==> config.mk <==
export PLATFORM = sky130hd
export DESIGN_NAME = gb_fanout_interposer
export DESIGN_NICKNAME = d
export VERILOG_FILES = /design/src/rtl/gb_pkg.sv /design/src/rtl/gb_delay_line.sv /design/src/rtl/gb_fanout_interposer.sv
export SDC_FILE = /design/constraint.sdc
export NUM_CORES = 1
export LEC_CHECK = 0
export BUFFER_PORTS_ARGS = -buffer_cell sky130_fd_sc_hd__buf_4
export CORE_AREA = 5 5 110 112
export CTS_CLUSTER_SIZE = 40
export DETAILED_ROUTE_END_ITERATION = 8
export DIE_AREA = 0 0 115 117
export PLACE_DENSITY_LB_ADDON = 0.08
export SLEW_MARGIN = 15
export SYNTH_ARGS = -nofsm -noshare
export SYNTH_HDL_FRONTEND = slang
export SYNTH_SLANG_ARGS = --single-unit
==> constraint.sdc <==
create_clock -name clk -period 2.5 [get_ports clk]
set_input_delay 0.25 -clock clk [delete_from_list [all_inputs] [get_ports clk]]
set_output_delay 0.25 -clock clk [all_outputs]
set_load 0.05 [all_outputs]
==> src/rtl/gb_pkg.sv <==
// rtl/gb_pkg.sv - shared constants, read-pipeline tag type and clog2 helper for the ghostbus interposer
package gb_pkg;

    localparam int GB_RD_LATENCY    = 3;
    localparam int GB_CHILD_LATENCY = 1;
    localparam int GB_IDX_W         = 4;

    // Travels with each read so the return stage knows which child (or BADDATA) to answer with.
    typedef struct packed {
        logic                valid;
        logic                oor;
        logic [GB_IDX_W-1:0] idx;
    } gb_rd_tag_t;

    localparam int GB_TAG_W = $bits(gb_rd_tag_t);

    function automatic int gb_clog2(input int n);
        int r;
        r = 0;
        for (int i = 0; i < 31; i++) begin
            if ((1 << i) < n) r = i + 1;
        end
        return r;
    endfunction

endpackage

==> src/rtl/gb_delay_line.sv <==
// rtl/gb_delay_line.sv - DEPTH-cycle single-bit delay with reset to 0; DEPTH=0 is a plain wire
module gb_delay_line #(
    parameter int DEPTH = 1
) (
    input  logic i_clk,
    input  logic i_rst_n,
    input  logic i_d,
    output logic o_q
);

    generate
        if (DEPTH == 0) begin : g_wire
            logic w_unused_ok;
            assign w_unused_ok = &{1'b0, i_clk, i_rst_n};
            assign o_q = i_d;
        end else begin : g_shift
            logic [DEPTH-1:0] r_sh;
            always_ff @(posedge i_clk) begin
                if (!i_rst_n) begin
                    r_sh <= '0;
                end else begin
                    r_sh[0] <= i_d;
                    for (int i = 1; i < DEPTH; i++) begin
                        r_sh[i] <= r_sh[i-1];
                    end
                end
            end
            assign o_q = r_sh[DEPTH-1];
        end
    endgenerate

endmodule

==> src/rtl/gb_fanout_interposer.sv <==
// rtl/gb_fanout_interposer.sv - host-to-NCH-children bus decoder with 3-cycle read return and staggered demo_sig
// Optional error counter enabled by defining GB_INTERPOSER_ERRCNT_EN.
module gb_fanout_interposer
    import gb_pkg::*;
#(
    parameter int              AW      = 24,
    parameter int              DW      = 32,
    parameter int              NCH     = 4,
    parameter int              CH_AW   = 8,
    parameter int unsigned     BASE    = 0,
    parameter int              DSTEP   = 1,
    parameter logic [DW-1:0]   BADDATA = '0
) (
    input  logic                clk,
    input  logic                rst_n,
    input  logic [AW-1:0]       host_addr,
    input  logic [DW-1:0]       host_wdata,
    input  logic                host_we,
    input  logic                host_re,
    output logic [DW-1:0]       host_rdata,
    output logic                host_rvalid,
    output logic [CH_AW-1:0]    ch_addr,
    output logic [DW-1:0]       ch_wdata,
    output logic [NCH-1:0]      ch_we,
    output logic [NCH-1:0]      ch_re,
    input  logic [NCH*DW-1:0]   ch_rdata,
    input  logic                demo_sig,
    output logic [NCH-1:0]      ch_demo,
    output logic [15:0]         err_cnt
);

    localparam int            CW     = (gb_clog2(NCH) < 1) ? 1 : gb_clog2(NCH);
    localparam int            HI_LSB = CH_AW + CW;
    localparam logic [AW-1:0] BASE_V = AW'(BASE);

    logic [CW-1:0]    w_idx;
    logic             w_hit;
    logic             w_wr_ok;
    logic             w_rd_ok;
    logic [NCH-1:0]   w_onehot;
    gb_rd_tag_t       w_tag0;
    logic [DW-1:0]    w_child_rdata;

    gb_rd_tag_t       r_tag1;
    gb_rd_tag_t       r_tag2;
    logic [CH_AW-1:0] r_ch_addr;
    logic [DW-1:0]    r_ch_wdata;
    logic [NCH-1:0]   r_ch_we;
    logic [NCH-1:0]   r_ch_re;
    logic [DW-1:0]    r_host_rdata;
    logic             r_host_rvalid;

    assign w_idx    = host_addr[HI_LSB-1:CH_AW];
    assign w_hit    = (host_addr[AW-1:HI_LSB] == BASE_V[AW-1:HI_LSB]) && (32'(w_idx) < NCH);
    // A simultaneous read is dropped so the write alone reaches the child.
    assign w_wr_ok  = host_we & w_hit;
    assign w_rd_ok  = host_re & ~host_we & w_hit;
    assign w_onehot = NCH'(1) << w_idx;

    always_comb begin
        w_tag0       = '0;
        w_tag0.valid = host_re & ~host_we;
        w_tag0.oor   = ~w_hit;
        w_tag0.idx   = GB_IDX_W'(w_idx);
    end

    always_comb begin
        w_child_rdata = '0;
        for (int k = 0; k < NCH; k++) begin
            if (r_tag2.idx == GB_IDX_W'(k)) w_child_rdata = ch_rdata[k*DW +: DW];
        end
    end

    always_ff @(posedge clk) begin
        if (!rst_n) begin
            r_tag1        <= '0;
            r_tag2        <= '0;
            r_ch_addr     <= '0;
            r_ch_wdata    <= '0;
            r_ch_we       <= '0;
            r_ch_re       <= '0;
            r_host_rdata  <= '0;
            r_host_rvalid <= 1'b0;
        end else begin
            r_ch_we <= w_wr_ok ? w_onehot : '0;
            r_ch_re <= w_rd_ok ? w_onehot : '0;
            if (w_wr_ok | w_rd_ok) r_ch_addr <= host_addr[CH_AW-1:0];
            if (w_wr_ok) r_ch_wdata <= host_wdata;
            // tag2 lines up with the cycle the child drives its read data
            r_tag1        <= w_tag0;
            r_tag2        <= r_tag1;
            r_host_rvalid <= r_tag2.valid;
            if (r_tag2.valid) r_host_rdata <= r_tag2.oor ? BADDATA : w_child_rdata;
        end
    end

    assign ch_addr     = r_ch_addr;
    assign ch_wdata    = r_ch_wdata;
    assign ch_we       = r_ch_we;
    assign ch_re       = r_ch_re;
    assign host_rdata  = r_host_rdata;
    assign host_rvalid = r_host_rvalid;

`ifdef GB_INTERPOSER_ERRCNT_EN
    logic        w_err_evt;
    logic [15:0] r_err_cnt;

    assign w_err_evt = (host_we | host_re) & (~w_hit | (host_we & host_re));

    always_ff @(posedge clk) begin
        if (!rst_n) begin
            r_err_cnt <= '0;
        end else if (w_err_evt && (r_err_cnt != 16'hFFFF)) begin
            r_err_cnt <= r_err_cnt + 16'd1;
        end
    end

    assign err_cnt = r_err_cnt;
`else
    assign err_cnt = 16'h0;
`endif

    generate
        for (genvar k = 0; k < NCH; k++) begin : g_demo
            gb_delay_line #(
                .DEPTH (k * DSTEP)
            ) u_delay (
                .i_clk   (clk),
                .i_rst_n (rst_n),
                .i_d     (demo_sig),
                .o_q     (ch_demo[k])
            );
        end
    endgenerate

endmodule

Word-level counts from Yosys, hierarchy flattened
Index checks and enable logic that the tools add are counted.
Word-level totals
  bits in registers: 99
  bits of input ports: 189
Cells by class
  equal/unequal tests: 3
  shifts and indexed selects: 1
  multiplexer cells: 5
  bitwise logic cells: 6
  reductions and logical operators: 4
Operators by type and width (number)
  two-way mux 32 bit: 5
  logical NOT 14 bit: 1
  equality test 4 x 2 -> 1 bit (second input constant): 2
  equality test 4 x 1 -> 1 bit (second input constant): 1
  logical NOT 4 bit: 1
  AND reduction 2 bit: 2
  << shifter 1 x 2 -> 4 bit (first input constant): 1
  bitwise AND 1 bit: 3
  NOT 1 bit: 2
  OR 1 bit: 1

Longest topological paths before layout
Gate-level depths: netlist (run 1).
  depth in word-level cells: 6
  mapped depth: 5
  gate-level depth less buffers: 4

Cells and area by module
From an unflattened synthesis (run 1), not the netlist that was laid out.
Unflattened totals
  cells, all modules: 370
  area total of the unflattened synthesis: 4020.1 sq um
Modules (own cells, without submodules)
  gb_fanout_interposer: times used 1, cells each 357, area each 3854.9 sq um, sequential area each 1781.7 sq um
  gb_delay_line at g_demo[3].u_delay: times used 1, cells each 6, area each 78.8 sq um, sequential area each 60.1 sq um
  gb_delay_line at g_demo[2].u_delay: times used 1, cells each 4, area each 52.6 sq um, sequential area each 40.0 sq um
  gb_delay_line at g_demo[1].u_delay: times used 1, cells each 2, area each 26.3 sq um, sequential area each 20.0 sq um
  gb_delay_line at g_demo[0].u_delay: times used 1, cells each 1, area each 7.5 sq um, sequential area each 0.0 sq um

Worst setup path before layout (run 1)
Ideal clock, no wire load.
  path type: register -> register
  from: register r_tag2[0] in the netlist's numbering
  to: register r_host_rdata[10], in the netlist host_rdata[10]
  library setup time: 0.117 ns
  arrival time: 1.413 ns
  slack: 0.970 ns
  cell stages (with the launch flop): 5
  path buffers: 2
  cell sequence: dfxtp_1 buf_2 buf_2 mux4_2 a22o_1
Between the ends
  cells in the longest elaborated chain, start to end: 6
  elaborated cells on any way between the ends: 9
  classes of those cells: 3 x eq/ne; 5 x mux; 1 x reduce/logical
Ends and longest elaborated chain
  start: declaration: line gb_fanout_interposer.sv:45  | gb_rd_tag_t r_tag2;
  start signal: assignment: line gb_fanout_interposer.sv:91  | r_tag2 <= r_tag1;
  logical NOT 4 bit: line gb_fanout_interposer.sv:70  | if (r_tag2.idx == GB_IDX_W'(k)) w_child_rdata = ch_rdata[k*DW +: DW];
  two-way mux 32 bit (3 in series): line gb_fanout_interposer.sv:70
  two-way mux 32 bit *: line gb_fanout_interposer.sv:70
  two-way mux 32 bit *: line gb_fanout_interposer.sv:93  | if (r_tag2.valid) r_host_rdata <= r_tag2.oor ? BADDATA : w_child_rdata;
  end signal: assignment: line gb_fanout_interposer.sv:93
  end: declaration: line gb_fanout_interposer.sv:50  | logic [DW-1:0] r_host_rdata;
Every way passes the cells marked *; elsewhere a longest branch is shown, timed or not.
A chain may end at the register's enable or synchronous reset.

Final worst setup path (run 1)
  from: register r_tag2[0] in the netlist's numbering
  to: register r_host_rdata[1], in the netlist host_rdata[1]
Same word-level chain as after synthesis.

==> metrics.cfg, run 1 <==
[logic_synthesis]
synthTopCellsByArea=dfxtp_1 46%, mux4_2 18%, a22o_1 7.1%, nand2_1 4.7%, nand3_1 4.2%
synth.cell_area_um2=3963
netlist_instances=368
syn-mean-instance-area_um2=10.77
yosys_warnings=0
synthDistinctLibCells=26
yosys.area.top_type=dfxtp_1
synth_top_cell_area_share_pct=46.48
ys_ff_latch=92
ys_seq_area_share_pct=46.48

[drt]
num_vias=3756
routed_wl_um=13230
wl_per_cell_um=17.21
vias_per_cell=4.884
drc=0
dr.pass1.iters=4
antenna_left=0
first_iter_violations=239

[final_layout]
seq_area_um2=1843
instances_no_fill=769
drive_above_1_share_pct=53.19
syn_to_final_growth_pct=58.73
nNetsFinal=810
diodes=0
postLayoutCoreUtil_pct=56.53
n_fill_cell=1013
multi_input_comb_area_um2=1877

[placed_design]
place_ws_ns=0.5672
dp_cells=753
hpwl_um=10330
gp_congestion=0.7849
io_buffer_count=273

[clock_network]
cts_buffers=9
htreeDepth=3
insertion_delay_ns=0.33
cts.sinks=92
root_buffer=clkbuf_16
cts_hold_buffers=0
post-cts-setup-buffers=0
clk_path_buf_depth=2
path_clk_slew_ns=0.07
post_cts_resized=0
cts_tree=built

[min_path]
hp-class=input port to register
hold_start=host_addr[9]
holdPathStages=2

[timing]
finalMaxSlewViolations=0
min_period_ns=1.711
skew_ns=0.006190
tightest_slew_ns=0.9441
max_slew_margin_pct=36.93
setup_viol=0
finalSetupTns_ns=0
fin_ws_ns=0.7890
hold_viol=0
rsz0062_at_grt=false
finalCritPeriodShare_pct=68.44
fmax_mhz=584.4

[die]
die_h_um=117
rows=39
dieArea_um2=13460
io_pins=290
die_w_um=115
coreArea_um2=11130
start_util_pct=35.62

[worst_setup_path]
reg2reg_from=r_tag2[0]$_SDFF_PN0_
cp-start-kind=register
critPathArrivalTime_ns=1.93
reg2reg_depth=3
crit_type=register to register
critPathRequiredTime_ns=2.72
crit_fanout=32
crit_path_end_kind=register
startpoint=r_tag2[0]$_SDFF_PN0_

[outcome]
outcome=finished clean

[power]
powerDensity_nw_per_um2=525.6
p_leak_nw=2.900
ir_drop_v=0.0002936

[global_route]
grt_usage_pct=18.61
antenna_found_initial=0
grt_max_degree=65
grt_pass1_wl_um=19600
grt_pass1_vias=3768
grt-ovfl-total=0

[run]
cap_violations=0

-- per-stage QoR --
| stage | hold slack (ns) | power [mW] | cell area [µm²] |
|---|---|---|---|
| after floorplan | 0.3268 | 1.800 | 4019 |
| after global placement | 0.4139 | 2.050 | 6001 |
| after detailed placement | 0.4186 | 2.054 | 6001 |
| after CTS | 0.1003 | 3.363 | 6290 |
| after global routing | 0.1106 | 3.460 | 6290 |
| final | 0.1210 | 3.306 | 6290 |
-- synth_stat cells --
library cell / n
buf_1: 5
nor4_1: 2
buf_2: 4
nor2b_1: 2
nor3_1: 2
buf_4: 21
mux2i_1: 8
clkbuf_1: 20
nand3_2: 1
a22o_1: 32
nor4_4: 1
nand3_1: 33
nor2_1: 8
mux4_2: 32
o21ai_0: 2
and3_1: 1
nand2b_1: 2
and2_1: 11
nor3b_1: 1
o21ai_1: 30
dfxtp_1: 92
nand4_1: 3
nand2_1: 50
conb_1: 1
buf_6: 3
o21bai_1: 1
-- per-layer routing --
layer	GRT usage, %	routed length [µm]	up-vias
met5	0	0	-
met4	8.138	274	0
met3	6.375	1485	16
met2	31.94	6745	188
met1	21.06	4725	1748
li1	-	-	1804
-- logic make-up after synthesis --
group                  after synthesis  share of synthesized area, %
AO/OA/AOI/OAI                       65                         11.30
buffers and inverters               53                         7.704
flip-flops                          92                         46.48
multiplexers                        40                         20.21
other                                1                       0.09464
AND/OR/NAND/NOR                    117                         14.21
-- state kept, by name, indices dropped and copies added (netlist names) --
| signal | count |
|---|---|
| ch_addr | 8 |
| host_rdata | 32 |
| r_tag1 | 4 |
| ch_we | 4 |
| ch_wdata | 32 |
| g_demo.u_delay.g_shift.r_sh | 3 |
| ch_re | 4 |
| host_rvalid | 1 |
| r_tag2 | 4 |
-- layout by cell type (no fill, tap or decap), drive strengths merged, types with 2 or more instances in the layout --
cell	instances
clkbuf	11
nand2	50
conb	16
clkinvlp	3
o21ai	32
nand3	34
a22o	32
mux2i	8
nor3	2
and2	11
nor2b	2
nand2b	2
clkinv	2
nand4	3
buf	280
nor2	8
nor4	3
dfxtp	92
mux4	32
-- final timing paths --
| kind | endpoint | slack (ns) |
|---|---|---|
| setup reg to reg | host_rdata[1]$_SDFFE_PN0P_ | 0.79 |
| hold / removal | ch_we[0]$_SDFF_PN0_ | 0.12 |
| hold reg to reg | r_tag2[0]$_SDFF_PN0_ | 0.43 |
| setup / recovery | host_rdata[1]$_SDFFE_PN0P_ | 0.79 |
-- worst max-delay path, stage by stage, from the launching register on --
cell     delay [ns]
dfxtp_2        0.31
buf_4          0.48
mux4_2         0.59
a22o_1         0.20
-- power breakdown --
part           leakage [nW]  switching [mW]  internal (mW)
Clock                 0.134           0.558          0.728
Sequential            0.744         0.00901           1.48
Combinational          2.02           0.236          0.292
-- area by class of cell --
| type | count | area share [%] |
|---|---|---|
| Timing Repair Buffer | 280 | 33.42 |
| Clock buffer | 11 | 4.018 |
| Clock inverter | 5 | 0.5769 |
| Sequential cell | 92 | 29.30 |
| Tap cell | 143 | 2.845 |
| Multi-Input combinational cell | 238 | 29.84 |
No activity file was read; power rests on OpenSTA's default activity.
==> inputs of run 2 (changes only) <==
--- a/config.mk
+++ b/config.mk
@@ -5,11 +5,12 @@
 export SDC_FILE = /design/constraint.sdc
 export NUM_CORES = 1
 export LEC_CHECK = 0
+export ABC_AREA = 1
 export BUFFER_PORTS_ARGS = -buffer_cell sky130_fd_sc_hd__buf_4
-export CORE_AREA = 5 5 110 112
+export CORE_MARGIN = 5
+export CORE_UTILIZATION = 40
 export CTS_CLUSTER_SIZE = 40
 export DETAILED_ROUTE_END_ITERATION = 8
-export DIE_AREA = 0 0 115 117
 export PLACE_DENSITY_LB_ADDON = 0.08
 export SLEW_MARGIN = 15
 export SYNTH_ARGS = -nofsm -noshare
==> constraint.sdc (replaced) <==
create_clock -name clk -period 1.4 [get_ports clk]
set_input_delay 0.14 -clock clk [delete_from_list [all_inputs] [get_ports clk]]
set_output_delay 0.14 -clock clk [all_outputs]
set_load 0.05 [all_outputs]
==> run 2 against run 1 <==
Utilization grew 4.1 points. First-iteration DRC count grew 19%. Worst hold slack lost 0.10 ns. Clock skew is essentially flat. Total power grew 89%. Final area grew 20%. Via count grew 46%. Clock-buffer cell count is the same. Combinational power grew 100%. Cell count grew 66%. Non-clock buffer count grew 16. Critical endpoint is now host_rdata[25]$_SDFFE_PN0P_. Largest power group unchanged.
==> metrics.cfg, run 2 <==
[outcome]
outcome=finished clean

[logic_synthesis]
synth_top_cell_area_share_pct=36.55
syn-mean-instance-area_um2=5.949
netlist_instances=847
ys_ff_latch=92
synth-edff-count=0
synth.most_common_cell=nand2_1
yosys-top-cells-count=253 x nand2_1, 175 x inv_1, 121 x nor2_1, 92 x dfxtp_1, 40 x nand4_1
synthDistinctLibCells=25
synthTopCellsByArea=dfxtp_1 37%, nand2_1 19%, inv_1 13%, nor2_1 9.0%, nand4_1 5.0%
synth-main-ff-cell=dfxtp_1
ys_seq_area_share_pct=36.55
synth.cell_area_um2=5039
yosys.area.top_type=dfxtp_1
ys_async_sr_fraction_pct=0
yosys_warnings=0

[die]
start_util_pct=40.42
die_h_um=122.2
die_w_um=122.2
dieArea_um2=14940
io_pins=290
coreArea_um2=12470
rows=41

[drt]
first_iter_violations=284
routed_wl_um=16930
dr.pass1.iters=4
drc=0
wl_per_cell_um=13.25
vias_per_cell=4.301
antenna_left=0
num_vias=5497

[clock_network]
cts.sinks=92
insertion_delay_ns=0.34
root_buffer=clkbuf_16
cts_buffers=9
clk_path_buf_depth=2
path_clk_slew_ns=0.07
htreeDepth=3
cts_tree=built

[global_route]
grt_pass1_vias=5131
antenna_found_initial=0
grt_usage_pct=21.73
grt_max_degree=42
grt_pass1_wl_um=25900
grt-ovfl-total=0

[worst_setup_path]
reg2reg_from=r_tag2[1]$_SDFF_PN0_
timing.critical_path.buf_inv=2
crit_fanout=13
crit_type=register to register
reg2reg_depth=8
cp-start-kind=register
slowest_stage=dfxtp_2
path_cells=inv_1, nor2_1, buf_4, nand2_1, nand3_1, nand2_1, nand2_1, a21oi_1
slowest_delay_ns=0.42
critPathArrivalTime_ns=1.43
r2r_end=host_rdata[25]$_SDFFE_PN0P_
cp_common_cell=nand2_1
critPathRequiredTime_ns=1.61
crit_path_end_kind=register
reg2reg_slack_ns=0.18
cp_top_family=flip-flops

[timing]
rsz0062_at_grt=false
skew_ns=0.006284
setup_viol=0
min_period_ns=1.222
fmax_mhz=818.1
finalCritPeriodShare_pct=87.31
finalSetupTns_ns=0
hold_viol=0
finalMaxSlewViolations=0
fin_ws_ns=0.1777
whs_ns=0.01907

[final_layout]
syn_to_final_growth_pct=50.11
postLayoutCoreUtil_pct=60.67
diodes=0
drive_above_1_share_pct=29.11
n_fill_cell=1281
mostFrequentLayoutCell=buf_4
nNetsFinal=1290
final_cell_mix=288 x buf_4, 253 x nand2_1, 175 x inv_1

[power]
power_mw=6.232
ir_drop_v=0.0004975
p_leak_nw=4.209
powerDensity_nw_per_um2=824.0

[placed_design]
gp_congestion=0.8381
io_buffer_count=273
place_ws_ns=0.03615
hpwl_um=12680

[run]
cap_violations=0

[min_path]
hp-class=input port to register
min_to=r_tag1[0]$_SDFF_PN0_
hold_start=host_addr[8]
holdPathStages=3

run 2: layout make-up:
cell class | instances | area, µm² | area share [%]
Multi-Input combinational cell | 525 | 2225 | 29.41
Timing Repair Buffer | 296 | 2312 | 30.57
Inverter | 177 | 664.4 | 8.784
Sequential cell | 92 | 1844 | 24.38
Clock inverter | 5 | 60.06 | 0.7940
Tap cell | 172 | 215.2 | 2.845
Clock buffer | 11 | 242.7 | 3.209
run 2: metal layers:
| layer | wire length, µm | global-route usage [%] |
|---|---|---|
| met1 | 6834 | 25.29 |
| met4 | 263 | 6.438 |
| met2 | 8199 | 38.17 |
| met5 | 0 | 0 |
| met3 | 1631 | 6.912 |
run 2: what timing repair did:
action                     in CTS  in global routing
setup buffers                   0                  0
gates resized for setup         0                  2
hold endpoints to repair        1                  0
setup endpoints to repair       0                 16
hold buffers                    1                  0
run 2: logic make-up after synthesis:
group	Yosys count	synth area share (%)
AOI/OAI and AO/OA	51	5.066
buffers and inverters	245	20.46
DFF	92	36.55
other	1	0.07443
and+or+nand+nor	458	37.84
run 2: worst max-delay path by stage:
stage	from	end	slack, ns	cells past startpoint
after global placement	host_addr[11]	ch_addr[0]$_SDFFE_PN0P_	0.06	7
final	r_tag2[1]$_SDFF_PN0_	host_rdata[25]$_SDFFE_PN0P_	0.18	8
after detailed placement	host_addr[11]	ch_wdata[29]$_SDFFE_PN0P_	0.04	7
after CTS	r_tag2[1]$_SDFF_PN0_	host_rdata[25]$_SDFFE_PN0P_	0.05	8
after global routing	r_tag2[1]$_SDFF_PN0_	host_rdata[24]$_SDFFE_PN0P_	0.04	8
after floorplan	r_tag2[1]$_SDFF_PN0_	host_rdata[21]$_SDFFE_PN0P_	0.15	9
run 2: through the flow:
stage / cells / cell area [µm²]
finish: 1278 / 7564
global route: 1278 / 7564
detailed placement: 1261 / 7248
global placement: 1261 / 7248
CTS: 1278 / 7561
floorplan: 862 / 5095
run 2: where the power goes:
group / total, mW / internal (mW) / switching, mW
Combinational: 1.06 / 0.513 / 0.544
Clock: 2.51 / 1.44 / 1.06
Sequential: 2.67 / 2.65 / 0.0196
Total: 6.23 / 4.60 / 1.63
run 2: worst register-to-register path, stage by stage (launching register included):
cell and delay, ns:
dfxtp_2 0.42, inv_1 0.06, nor2_1 0.08, buf_4 0.20
nand2_1 0.07, nand3_1 0.08, nand2_1 0.06, nand2_1 0.06
a21oi_1 0.06
==> inputs of run 3 (changes only) <==
--- a/config.mk
+++ b/config.mk
@@ -11,7 +11,7 @@
 export CORE_UTILIZATION = 40
 export CTS_CLUSTER_SIZE = 40
 export DETAILED_ROUTE_END_ITERATION = 8
-export PLACE_DENSITY_LB_ADDON = 0.08
+export PLACE_DENSITY = 0.77
 export SLEW_MARGIN = 15
 export SYNTH_ARGS = -nofsm -noshare
 export SYNTH_HDL_FRONTEND = slang
==> run 3 against run 2 <==
Flip-flop and latch count unchanged. Combinational power about the same. Worst setup slack worse by 0.056 ns. Non-clock buffer count up 5. Utilization up 0.61 points. Largest cell class unchanged.
==> metrics.cfg, run 3 (synthesized netlist as in run 2, its figures left out) <==
[clock_network]
path_clk_slew_ns=0.06
cts_tree=built
cts.sinks=92
root_buffer=clkbuf_16
cts_buffers=9
post-cts-setup-buffers=0
clk_path_buf_depth=2
htreeDepth=3
insertion_delay_ns=0.34

[timing]
fmax_mhz=782.4
rsz0062_at_grt=false
min_period_ns=1.278
setup_viol=0
skew_ns=0.004556
finalMaxSlewViolations=0
finalCritPeriodShare_pct=91.30
finalSetupTns_ns=0
hold_viol=0
whs_ns=0.01421

[worst_setup_path]
crit_type=register to register
reg2reg_from=r_tag2[1]$_SDFF_PN0_
critPathRequiredTime_ns=1.62
critPathArrivalTime_ns=1.50
crit_path_end_kind=register
crit_fanout=13
startpoint=r_tag2[1]$_SDFF_PN0_
reg2reg_slack_ns=0.12
cp-start-kind=register

[placed_design]
gp_congestion=0.8632
io_buffer_count=273
dp_cells=1266
hpwl_um=12620

[run]
cap_violations=0

[drt]
antenna_left=0
drc=0
wl_per_cell_um=12.61
routed_wl_um=16170
dr.pass1.iters=4
first_iter_violations=258
num_vias=5688
vias_per_cell=4.433

[power]
clockPowerShare_pct=39.7
power.switching_mw=1.585
p_seq_share_pct=43.1
power_mw=6.194
power_frac_comb_pct=17.2
p_leak_nw=4.248
ir_drop_v=0.0004394
switching_share_pct=25.58
powerDensity_nw_per_um2=810.8
p_int_mw=4.610

[die]
dieArea_um2=14940
die_h_um=122.2
coreArea_um2=12470
rows=41
die_w_um=122.2
io_pins=290
start_util_pct=40.42

[final_layout]
nNetsFinal=1295
syn_to_final_growth_pct=51.63
instances_no_fill=1283
diodes=0
mostFrequentLayoutCell=buf_4
final_cell_mix=289 x buf_4, 253 x nand2_1, 175 x inv_1
n_fill_cell=1201
drive_above_1_share_pct=29.25

[global_route]
grt_max_degree=51
grt_pass1_wl_um=24930
grt-ovfl-total=0
antenna_found_initial=0
grt_usage_pct=20.91
grt_pass1_vias=5252

[outcome]
outcome=finished clean

[min_path]
hold_start=host_addr[9]
hp-class=input port to register

run 3: metrics by stage:
step / instance area, µm² / setup slack (ns) / utilization [%]
after floorplan: 5095 / 0.1463 / -
after global placement: 7323 / 0.06360 / 58.75
after detailed placement: 7323 / -0.005830 / 58.75
after CTS: 7636 / 0.1043 / 61.26
after global routing: 7640 / 0.004023 / 61.29
final: 7640 / 0.1218 / 61.29
run 3: worst paths after layout:
path	to	cells after the start
setup reg to reg	host_rdata[26]$_SDFFE_PN0P_	8
hold reg to reg	r_tag2[5]$_SDFF_PN0_	2
hold / removal	r_tag1[1]$_SDFF_PN0_	3
setup / recovery	host_rdata[26]$_SDFFE_PN0P_	8
run 3: metal layers:
| layer | wire (µm) | vias up | GRT usage, % | share of wire [%] |
|---|---|---|---|---|
| met5 | 0 | - | 0 | 0 |
| met4 | 409 | 0 | 9.097 | 2.5 |
| met3 | 1761 | 29 | 7.051 | 11 |
| met2 | 7547 | 229 | 35.31 | 47 |
| met1 | 6455 | 2447 | 24.08 | 40 |
| li1 | - | 2983 | - | - |
run 3: critical path, stage by stage, from the launching register on:
cell and delay [ns]:
dfxtp_1 0.47, inv_1 0.07, nor2_1 0.09, buf_4 0.21, nand2_1 0.07, nand3_1 0.08
nand2_1 0.05, nand2_1 0.07, a21oi_1 0.06
run 3: what timing repair did:
action,CTS,global route
hold buffers,1,0
endpoints found under the setup margin,0,2
hold endpoints to repair,1,0
gates resized for setup,0,1
run 3: final cells by class:
class	instances	area [µm²]	area share (%)
Multi-Input combinational cell	525	2225	29.12
Tap cell	172	215.2	2.817
Inverter	177	664.4	8.696
Timing Repair Buffer	301	2391	31.30
Sequential cell	92	1842	24.11
Clock buffer	11	242.7	3.177
Clock inverter	5	60.06	0.7861
run 3: power by group through the flow:
| stage | Clock [mW] | Sequential, mW | Combinational, mW |
|---|---|---|---|
| 6_report | 2.46 | 2.67 | 1.07 |
| 5_1_grt | 2.66 | 2.67 | 1.17 |
| 4_1_cts | 2.53 | 2.67 | 1.07 |
| 3_5_place_dp | 0 | 2.73 | 1.06 |
| 3_3_place_gp | 0 | 2.73 | 1.06 |
| 2_1_floorplan | 0 | 2.79 | 0.492 |
